## src/rtl/temporal_pkg.sv

```systemverilog
// Shared gamma-cycle timing constants and spike-time types for the temporal primitives
// (encoder, min/max/inhibit, decoder).
package temporal_pkg;

  localparam int GAMMA_CYCLE_WIDTH = 16;
  localparam int PULSE_WIDTH       = 8;
  localparam int VAL_W             = $clog2(GAMMA_CYCLE_WIDTH);

  typedef logic [VAL_W-1:0] spk_time_t;

  typedef struct packed {
    spk_time_t val;
    logic      null_f;
  } chan_t;

endpackage

```

## src/rtl/gamma_counter.sv

```systemverilog
// Gamma-phase counter with a registered phase-0 strobe.
// Also exposes the next phase and the wrap edge so consumers can stay cycle-aligned.
module gamma_counter
  import temporal_pkg::*;
#(
  parameter int G = GAMMA_CYCLE_WIDTH,
  parameter int W = $clog2(G)
) (
  input  logic         aclk,
  input  logic         grst,
  output logic [W-1:0] phase,
  output logic [W-1:0] phase_nxt,
  output logic         gstart,
  output logic         wrap
);

  logic running;

  // The first edge out of reset holds phase at 0 so that cycle raises gstart.
  always_comb begin
    phase_nxt = running ? phase + W'(1) : '0;
    wrap      = running && (phase == W'(G - 1));
  end

  always_ff @(posedge aclk) begin
    if (grst) begin
      phase   <= '0;
      gstart  <= 1'b0;
      running <= 1'b0;
    end else begin
      phase   <= phase_nxt;
      gstart  <= (phase_nxt == '0);
      running <= 1'b1;
    end
  end

endmodule

```

## src/rtl/temporal_encoder.sv

```systemverilog
// Buffers one input word and replays it in the following gamma cycle as one spike per channel.
// Define ENC_FALLING_EN for falling-edge encoding (spk idles high, pulses low).
module temporal_encoder
  import temporal_pkg::*;
#(
  parameter int NUM_CH = 2
) (
  input  logic                    aclk,
  input  logic                    grst,
  input  logic                    in_valid,
  output logic                    in_ready,
  input  logic [NUM_CH*VAL_W-1:0] in_val,
  input  logic [NUM_CH-1:0]       in_null,
  output logic                    gstart,
  output spk_time_t               gphase,
  output logic [NUM_CH-1:0]       spk,
  output logic                    busy
);

`ifdef ENC_FALLING_EN
  localparam logic SPK_IDLE = 1'b1;
`else
  localparam logic SPK_IDLE = 1'b0;
`endif

  spk_time_t                phase_nxt;
  logic                     wrap;
  logic                     accept;
  logic                     pend_vld;
  logic                     act_vld;
  logic                     act_vld_nxt;
  chan_t [NUM_CH-1:0]       in_word;
  chan_t [NUM_CH-1:0]       pend_q;
  chan_t [NUM_CH-1:0]       act_q;
  chan_t [NUM_CH-1:0]       act_nxt;
  logic  [NUM_CH-1:0]       hit;
  logic  [NUM_CH-1:0]       spk_nxt;

  gamma_counter #(
    .G (GAMMA_CYCLE_WIDTH),
    .W (VAL_W)
  ) u_gamma (
    .aclk      (aclk),
    .grst      (grst),
    .phase     (gphase),
    .phase_nxt (phase_nxt),
    .gstart    (gstart),
    .wrap      (wrap)
  );

  assign in_ready = !pend_vld && !grst;
  assign accept   = in_valid && in_ready;
  assign busy     = act_vld;

  // spk is registered, so the window is evaluated against next-cycle phase and slot contents.
  always_comb begin
    in_word     = '0;
    hit         = '0;
    act_vld_nxt = wrap ? pend_vld : act_vld;
    act_nxt     = wrap ? pend_q : act_q;
    for (int i = 0; i < NUM_CH; i++) begin
      in_word[i].val    = in_val[i*VAL_W +: VAL_W];
      in_word[i].null_f = in_null[i];
      hit[i] = act_vld_nxt && !act_nxt[i].null_f
               && (phase_nxt >= act_nxt[i].val)
               && (32'(phase_nxt) < 32'(act_nxt[i].val) + 32'(PULSE_WIDTH));
    end
    spk_nxt = hit ^ {NUM_CH{SPK_IDLE}};
  end

  // A word accepted on the wrap edge lands in pending; it never bypasses into active.
  always_ff @(posedge aclk) begin
    if (grst) begin
      pend_vld <= 1'b0;
      act_vld  <= 1'b0;
      pend_q   <= '0;
      act_q    <= '0;
      spk      <= {NUM_CH{SPK_IDLE}};
    end else begin
      if (wrap) begin
        act_q   <= pend_q;
        act_vld <= pend_vld;
      end
      if (accept) begin
        pend_q   <= in_word;
        pend_vld <= 1'b1;
      end else if (wrap) begin
        pend_vld <= 1'b0;
      end
      spk <= spk_nxt;
    end
  end

endmodule

```

## config.mk

```make
export PLATFORM = sky130hd
export DESIGN_NAME = temporal_encoder
export DESIGN_NICKNAME = d
export VERILOG_FILES = /design/src/rtl/temporal_pkg.sv /design/src/rtl/gamma_counter.sv /design/src/rtl/temporal_encoder.sv
export SDC_FILE = /design/constraint.sdc
export NUM_CORES = 1
export LEC_CHECK = 0
export ABC_CLOCK_PERIOD_IN_PS = 3000
export CAP_MARGIN = 25
export CORE_MARGIN = 5
export CORE_UTILIZATION = 40
export CTS_CLUSTER_DIAMETER = 40
export DETAILED_ROUTE_END_ITERATION = 10
export HOLD_SLACK_MARGIN = 0.1
export MAX_ROUTING_LAYER = met4
export PLACE_DENSITY_LB_ADDON = 0.25
export SYNTH_ARGS = -nofsm -noshare
export SYNTH_HDL_FRONTEND = slang
export SYNTH_HIERARCHICAL = 1
export SYNTH_SLANG_ARGS = --single-unit
```

## constraint.sdc

```tcl
create_clock -name aclk -period 3 [get_ports aclk]
set_input_delay 0.6 -clock aclk [delete_from_list [all_inputs] [get_ports aclk]]
set_output_delay 0.6 -clock aclk [all_outputs]
set_load 0.01 [all_outputs]
```

* Word level (Yosys, flattened, before mapping) *
Index checks and enable logic that the tools add are counted.

cells by class
  order comparisons = 4
  bitwise operators = 0
  div/mod/pow operators = 0
  equality and inequality tests = 1
  shifts and indexed selects = 0
  $mul = 0
  $add $sub $neg = 3
  mux-type cells = 6
  reductions and logical operators = 15

operators with widths
  cell                   number
  $add A4 B4 Y5 const B  2
  $lt A4 B5 Y1           2
  $mux W10               1
  $logic_and A1 B1 Y1    9
  $ge A4 B4 Y1           2
  $add A4 B1 Y4 const B  1
  $eq A4 B4 Y1 const B   1
  $logic_not A1 Y1       4
  $logic_not A4 Y1       1
  $mux W1                4
  $mux W4                1
  $reduce_bool A2 Y1     1

word-level totals
  word-level logic and storage cells = 43
  flip-flop bits (word level) = 30
  bits in writable memories = 0
  output and inout bits = 9
  memories kept = 0
  memory bits (read-only) = 0
  input bits = 13
  bits in latches = 0

* Longest topological paths before layout *
Gate-level depths: netlist (run 1).

  depth after elaboration = 7
  depth in mapped cells = 11
  mapped depth without buffers = 9

* Modules after synthesis *
The synthesis (run 1) kept the hierarchy.

modules (own cells, without submodules)
  module            area each (um^2)  cells an instance  instances  sequential area each (um^2)
  temporal_encoder  1173.6            123                1          480.5
  gamma_counter     251.5             25                 1          120.1

* Worst setup path after synthesis (run 1) *
OpenSTA, ideal clock, no wires.

  path kind = register to register
  start point = reg u_gamma.phase[0]
  end point = reg spk[0]
  path slack = 0.769 ns
  arrival time = 2.101 ns
  path buffers = 2
  setup time = 0.130 ns
  stages on the path, launching flop included = 11
  data required time = 2.870 ns
  period minus slack after synthesis = 2.231 ns
  cell sequence = dfxtp_1 -> ha_1 -> and4_2 -> buf_6 -> buf_12 -> mux2i_1 -> ha_1 -> a21oi_1 -> nand2_1 -> a311oi_1 -> a211oi_2

on the way
  cells in the longest elaborated chain, start to end = 7
  elaborated cells between the ends (all ways) = 13
  those cells by class = add/sub: 2; order compare: 2; eq/ne: 1; mux: 3; reduce/logical: 5

RTL lines
  item                                                                   line                    source
  start: declaration                                                     gamma_counter.sv:11     output logic [W-1:0] phase,
  start signal: assignment                                               gamma_counter.sv:31     phase <= phase_nxt;
  $eq A4 B4 Y1 (*)                                                       gamma_counter.sv:22     wrap = running && (phase == W'(G - 1));
  $logic_and A1 B1 Y1 (*)                                                gamma_counter.sv:22
  named net wrap                                                         temporal_encoder.sv:27  logic wrap;
  parallel branches: the longest is 4 deep, another holds $add A4 B4 Y5  n/a
  $logic_and A1 B1 Y1 (*)                                                temporal_encoder.sv:66  && (32'(phase_nxt) < 32'(act_nxt[i].val) + 32'(PULSE_WIDTH));
  end signal: assignment                                                 temporal_encoder.sv:78  spk <= {NUM_CH{SPK_IDLE}};
  end signal: assignment                                                 temporal_encoder.sv:90  spk <= spk_nxt;
  end: declaration                                                       temporal_encoder.sv:16  output logic [NUM_CH-1:0] spk,

Mark *: on every way through the listed nets, which the timed path passes.
A chain may end at the register's enable or synchronous reset.

* Worst setup path in the final report (run 1) *
  start point = reg u_gamma.phase[1]
  end point = reg spk[0]

The elaborated chain is that of the path after synthesis.

==> run_results.csv, run 1 <==
group,metric,value,unit
status,status,"finished clean",
setup_path,startpoint,"u_gamma/phase[1]",
floorplan,core,3390,sq um
layout,multi_input_area,742,sq um
floorplan,num_rows,21,
setup_path,reg2reg_depth,8,
layout,area_delta_synth_final,19.1,%
route,firstDrtPassIters,4,
setup_path,r2r_end,"spk[0]",
power_and_ir_drop,power_density,411,nW/um^2
setup_path,r2r_setup_slack,0.54,ns
logic_synthesis,postSynthAreaPerCell,9.63,sq um
logic_synthesis,yosys.cell_types.count,34,
logic_synthesis,syn_area,1430,sq um
hold_path,hold_path_class,"reg2reg",
logic_synthesis,synthTopCellsByArea,"dfxtp_1 42%, ha_1 11%, mux2i_1 6.3%",
sta,setup_violations,0,
clock_tree,tritoncts,"done",
placed_design,post-dp-hpwl,1950,um
setup_path,worstPathArrival,2.67,ns
floorplan,start_util,42.0,%
clock_tree,numCtsBuffers,5,
sta,finalSetupTns,0,ns
sta,worst_pin_slew,0.622,ns
layout,drive_gt1_share,9.94,%
power_and_ir_drop,p_leak,0.681,nW
flow_run,maxCapViolCount,0,
global_route,grt_max_degree,27,
setup_path,timing.rr.start,"u_gamma/phase[1]",
sta,fin_crit_sh,81.9,%
global_route,grt_usage,11.8,%
logic_synthesis,ys_seq_area_share,42.1,%
layout,fin_nets,197,
hold_path,min_path_cells,2,
global_route,grt_pass1_vias,1070,
sta,slew_headroom,58.5,%
floorplan,chipWidth,69.7,um
layout,seq_area,601,sq um
clock_tree,root_buffer,"clkbuf_4",
route,via_count,1047,
setup_path,cp-end-kind,"flop",
logic_synthesis,synth_compound_area_share,9.57,%
logic_synthesis,synth_top_family_by_area,"simple AND/OR/NAND/NOR gates",
sta,finalClockSkew,0.00566,ns
clock_tree,cts_hold_buf,0,
logic_synthesis,synth_xor_area_share,0.615,%
layout,fill_cells,330,
logic_synthesis,synth_simple_gate_area_share,20.0,%
setup_path,cp-start-kind,"flop",
route,antenna_left,0,
logic_synthesis,synth_nets,174,
clock_tree,h-tree-depth,2,
setup_path,crit_fanout,13,
power_and_ir_drop,ir_drop,0.221,mV
clock_tree,cts_resized,0,
route,wl_per_cell,11.9,um
floorplan,die_h,69.7,um
setup_path,critPathCapture,"spk[0]",
clock_tree,clockBufferDepth,2,
global_route,grt_pass1_wl,4550,um
clock_tree,cts.sinks,30,
clock_tree,insertion_delay,0.32,ns
sta,layout_min_cycle_time,2.46,ns
layout,insertedDiodeCount,0,
sta,max_freq,407,MHz
logic_synthesis,synthAdderAreaFrac,11.4,%
sta,final-hold-violation-count,0,
placed_design,port_buffers,21,
floorplan,ios,22,
route,viasPerCell,4.82,
route,drc,0,
clock_tree,cts_setup_buffers,0,
global_route,antenna_found_initial,0,
logic_synthesis,synth_seq_cells,30,
route,drt-total-wl,2580,um
setup_path,required,3.21,ns
route,drt_iter0_markers,42,
logic_synthesis,yosys_warnings,6,
logic_synthesis,syn-instance-count,148,
setup_path,critPathKind,"reg2reg",
sta,holdWs,0.473,ns
logic_synthesis,netlist.area_leader.share,42.1,%
sta,rsz0062_at_grt,"false",
logic_synthesis,synthMuxAreaShare,10.4,%
sta,slew_viol_final,0,
logic_synthesis,synthFlopType,"dfxtp_1",
clock_tree,path_clk_slew,0.09,ns
logic_synthesis,synth-async-reset-ratio,0,%
global_route,gr-total-overflow,0,
logic_synthesis,synth_edf_count,0,
placed_design,place_congestion,0.816,
logic_synthesis,yosysTopAreaCell,"dfxtp_1",
hold_path,hold_start,"pend_q[1]",
floorplan,die-area,4860,sq um
layout,fin_util,50.1,%
[cell usage in the layout (no fill, tap or decap), drive strengths merged]
| master | count |
|---|---|
| a211oi | 1 |
| a21oi | 2 |
| a311oi | 1 |
| and2 | 3 |
| and3 | 1 |
| and4 | 1 |
| buf | 1 |
| clkbuf | 7 |
| clkdlybuf4s50 | 21 |
| dfxtp | 30 |
| ha | 13 |
| inv | 9 |
| mux2 | 2 |
| mux2i | 11 |
| nand2 | 15 |
| nand2b | 12 |
| nand3 | 1 |
| nand3b | 1 |
| nor2 | 16 |
| nor2b | 3 |
| nor4 | 1 |
| o2111a | 1 |
| o2111ai | 1 |
| o21a | 1 |
| o21ai | 14 |
| o31ai | 1 |
| xor2 | 1 |
[worst min-delay path by stage]
stage	end
3_5_place_dp	pend_q[7]
4_1_cts	pend_q[7]
6_report	pend_q[1]
5_1_grt	pend_q[7]
2_1_floorplan	pend_q[1]
3_3_place_gp	pend_q[1]
[per-stage QoR]
| stage | std cells | worst slack, ns | instance area (sq um) | power, mW |
|---|---|---|---|---|
| CTS | 217 | 0.521 | 1700 | 0.707 |
| global placement | 210 | 0.623 | 1650 | 0.493 |
| global route | 217 | 0.406 | 1700 | 0.739 |
| finish | 217 | 0.542 | 1700 | 0.697 |
| floorplan | 148 | 0.769 | 1430 | 0.461 |
| detailed placement | 210 | 0.573 | 1650 | 0.494 |
[registers in the layout, indices dropped and copies added (netlist names)]
name	flops
u_gamma/gstart	1
busy	1
spk	2
pend_q	10
pend_vld	1
act_q	10
u_gamma/phase	4
u_gamma/running	1
[cell usage after synthesis, types with 3 or more instances]
| cell | number |
|---|---|
| dfxtp_1 | 30 |
| ha_1 | 13 |
| inv_1 | 8 |
| mux2i_1 | 9 |
| nand2_1 | 15 |
| nand2b_1 | 12 |
| nor2_1 | 15 |
| nor2b_1 | 3 |
| o21ai_0 | 5 |
| o21ai_1 | 9 |
[kinds of logic after synthesis]
family | Yosys count
fa+ha+maj | 13
mux | 13
flops | 30
simple gates | 54
buf+inv | 15
xor+xnor | 1
compound gates | 22
[worst max-delay path, cell delays in order (launching register included)]
cell and delay (ns):
dfxtp_1 0.39, ha_1 0.20, and4_2 0.50, mux2i_1 0.30, ha_1 0.30, a21oi_1 0.17
nand2_1 0.10, a311oi_1 0.30, a211oi_2 0.07
[cell type report]
cell class / instances / share of cell area (%)
inverter: 9 / 1.99
timing repair buffer: 22 / 12.8
clock buffer: 7 / 2.65
sequential: 30 / 35.4
multi-input combinational: 103 / 43.7
tap: 46 / 3.39
[layer usage]
| metal | global-route usage (%) | share of wire [%] |
|---|---|---|
| met1 | 12.9 | 43 |
| met2 | 19.3 | 49 |
| met3 | 3.77 | 4.8 |
| met4 | 6.17 | 2.9 |
| met5 | - | 0 |
[report_power, final]
group          switching [mW]  leakage (nW)  total [mW]  internal [mW]
combinational          0.0284         0.411      0.0635         0.0352
clock                   0.125        0.0254       0.213         0.0882
sequential            0.00942         0.245       0.421          0.411
total                   0.162         0.681       0.697          0.535
(Power assumes the default switching activity.)
==> run 2, diff against run 1 <==
--- a/config.mk
+++ b/config.mk
@@ -5,7 +5,7 @@
 export SDC_FILE = /design/constraint.sdc
 export NUM_CORES = 1
 export LEC_CHECK = 0
-export ABC_CLOCK_PERIOD_IN_PS = 3000
+export ABC_CLOCK_PERIOD_IN_PS = 2100
 export CAP_MARGIN = 25
 export CORE_MARGIN = 5
 export CORE_UTILIZATION = 40
==> constraint.sdc (replaced) <==
create_clock -name aclk -period 2.1 [get_ports aclk]
set_input_delay 0.42 -clock aclk [delete_from_list [all_inputs] [get_ports aclk]]
set_output_delay 0.42 -clock aclk [all_outputs]
set_load 0.01 [all_outputs]
==> run_results.csv, run 2 (same netlist as run 1, synthesis figures left out) <==
group,metric,value,unit
status,status,"finished clean",
route,firstDrtPassIters,4,
setup_path,crit_fanout,6,
route,drt_iter0_markers,29,
setup_path,cp-end-kind,"flop",
clock_tree,insertion_delay,0.32,ns
setup_path,r2r_end,"spk[1]",
hold_path,min_path_cells,2,
clock_tree,cts.sinks,30,
placed_design,port_buffers,21,
sta,fin_ws,0.0836,ns
global_route,gr-total-overflow,0,
route,via_count,1097,
floorplan,num_rows,21,
layout,final-instance-count-excl-fill,232,
clock_tree,tritoncts,"done",
layout,top_regs,"act_q x10, pend_q x10, u_gamma/phase x4",
power_and_ir_drop,ir_drop,0.424,mV
placed_design,pre_cts_ws,-0.0770,ns
layout,insertedDiodeCount,0,
flow_run,maxCapViolCount,0,
route,antenna_left,0,
sta,worst_pin_slew,0.310,ns
floorplan,core,3390,sq um
floorplan,chipWidth,69.7,um
global_route,antenna_found_initial,0,
global_route,grt_pass1_wl,4650,um
power_and_ir_drop,p_total,1.01,mW
sta,setup_violations,0,
power_and_ir_drop,power_density,538,nW/um^2
power_and_ir_drop,intPower,765,uW
route,drc,0,
global_route,grt_max_degree,27,
clock_tree,numCtsBuffers,5,
setup_path,timing.rr.start,"u_gamma/phase[0]",
setup_path,worstPathArrival,2.24,ns
sta,fin_crit_sh,96.0,%
hold_path,hold-path-endpoint,"pend_q[1]",
route,wl_per_cell,12.2,um
power_and_ir_drop,comb_power_share,10.3,%
floorplan,die-area,4860,sq um
power_and_ir_drop,pwr-share-clk,30.3,%
hold_path,hold_path_class,"reg2reg",
placed_design,dp_cells,217,
setup_path,critPathKind,"reg2reg",
layout,mostFrequentLayoutCell,"dfxtp_1",
global_route,grt_usage,12.3,%
setup_path,reg2reg_depth,9,
hold_path,hold_start,"pend_q[1]",
power_and_ir_drop,p_leak,0.770,nW
layout,area_delta_synth_final,31.8,%
sta,slew_headroom,79.0,%
clock_tree,clockBufferDepth,2,
route,viasPerCell,4.73,
sta,slew_viol_final,0,
sta,final-hold-violation-count,0,
setup_path,r2r_setup_slack,0.08,ns
sta,finalClockSkew,0.00378,ns
power_and_ir_drop,share_seq_of_total_power,59.4,%
power_and_ir_drop,switchingPower,246,uW
global_route,grt_pass1_vias,1113,
placed_design,post-dp-hpwl,2140,um
sta,layout_min_cycle_time,2.02,ns
setup_path,cp-start-kind,"flop",
floorplan,die_h,69.7,um
clock_tree,cts_hold_buf,0,
clock_tree,root_buffer,"clkbuf_4",
placed_design,place_congestion,0.808,
layout,fin_nets,212,
floorplan,ios,22,
route,drt-total-wl,2840,um
sta,max_freq,496,MHz
layout,drive_gt1_share,23.7,%
clock_tree,h-tree-depth,2,
power_and_ir_drop,p_sw_share,24.3,%
setup_path,required,2.32,ns
clock_tree,path_clk_slew,0.09,ns
layout,layout_common_cells,"28 x dfxtp_1, 21 x clkdlybuf4s50_1, 16 x buf_4",
floorplan,start_util,42.0,%
-- run 2: cell count changes in the layout (fill, tap and decap cells not counted), sizes merged --
cell	change
clkinv	+2
clkbuf	-2
buf	+15
-- run 2: through the flow --
step	setup TNS, ns	hold slack (ns)	cell area [sq um]	utilization (%)
after floorplan	0	0.439	1450	-
after global placement	0	0.459	1730	51.0
after detailed placement	-0.116	0.463	1730	51.0
after CTS	0	0.477	1790	52.9
after global routing	-0.0318	0.502	1880	55.4
final	0	0.473	1880	55.4
-- run 2: layer usage --
metal	track usage, %	routed length (um)
met1	12.0	1220
met4	6.38	48
met3	3.77	127
met2	22.0	1440
met5	-	0
-- run 2: area by class of cell --
type                       instances  area [sq um]
multi-input combinational        103           801
clock inverter                     2          10.0
tap                               46          57.6
inverter                           9          33.8
timing repair buffer              37           330
sequential                        30           608
fill                             294          1510
clock buffer                       5          37.5
-- run 2: critical path, cell delays in order, from the launching register on --
cell	delay, ns
dfxtp_4	0.37
ha_4	0.13
and4_4	0.26
buf_4	0.13
buf_4	0.11
mux2i_4	0.22
ha_1	0.27
o21ai_0	0.16
a21oi_1	0.06
o2111a_1	0.22
-- run 2: worst max path at each step --
stage	end	depth (start not counted)	slack, ns	startpoint
floorplan	spk[1]	9	0.02	u_gamma/phase[1]
global placement	spk[1]	8	0.006	u_gamma/phase[0]
detailed placement	spk[0]	8	-0.08	u_gamma/phase[0]
CTS	spk[0]	8	0.03	u_gamma/phase[0]
global route	spk[0]	8	-0.03	u_gamma/phase[0]
finish	spk[1]	9	0.08	u_gamma/phase[0]
-- run 2: power by group through the flow --
stage | combinational [mW] | sequential (mW) | clock [mW]
floorplan | 0.0481 | 0.613 | 0
global placement | 0.0946 | 0.614 | 0
detailed placement | 0.0976 | 0.615 | 0
CTS | 0.0983 | 0.601 | 0.321
global route | 0.117 | 0.603 | 0.349
finish | 0.105 | 0.601 | 0.306
-- run 2: timing repair --
action / CTS / global route
resized for setup: 1 / 10
pin swaps: 0 / 5
setup endpoints to repair: 2 / 2
setup buffers: 2 / 6
==> run 3, diff against run 2 <==
--- a/config.mk
+++ b/config.mk
@@ -11,6 +11,7 @@
 export CORE_UTILIZATION = 40
 export CTS_CLUSTER_DIAMETER = 40
 export DETAILED_ROUTE_END_ITERATION = 10
+export GPL_ROUTABILITY_DRIVEN = 0
 export HOLD_SLACK_MARGIN = 0.1
 export MAX_ROUTING_LAYER = met4
 export PLACE_DENSITY_LB_ADDON = 0.25
==> results of run 3 <==
Final layout, timing and power as in run 2 (identical DEF).
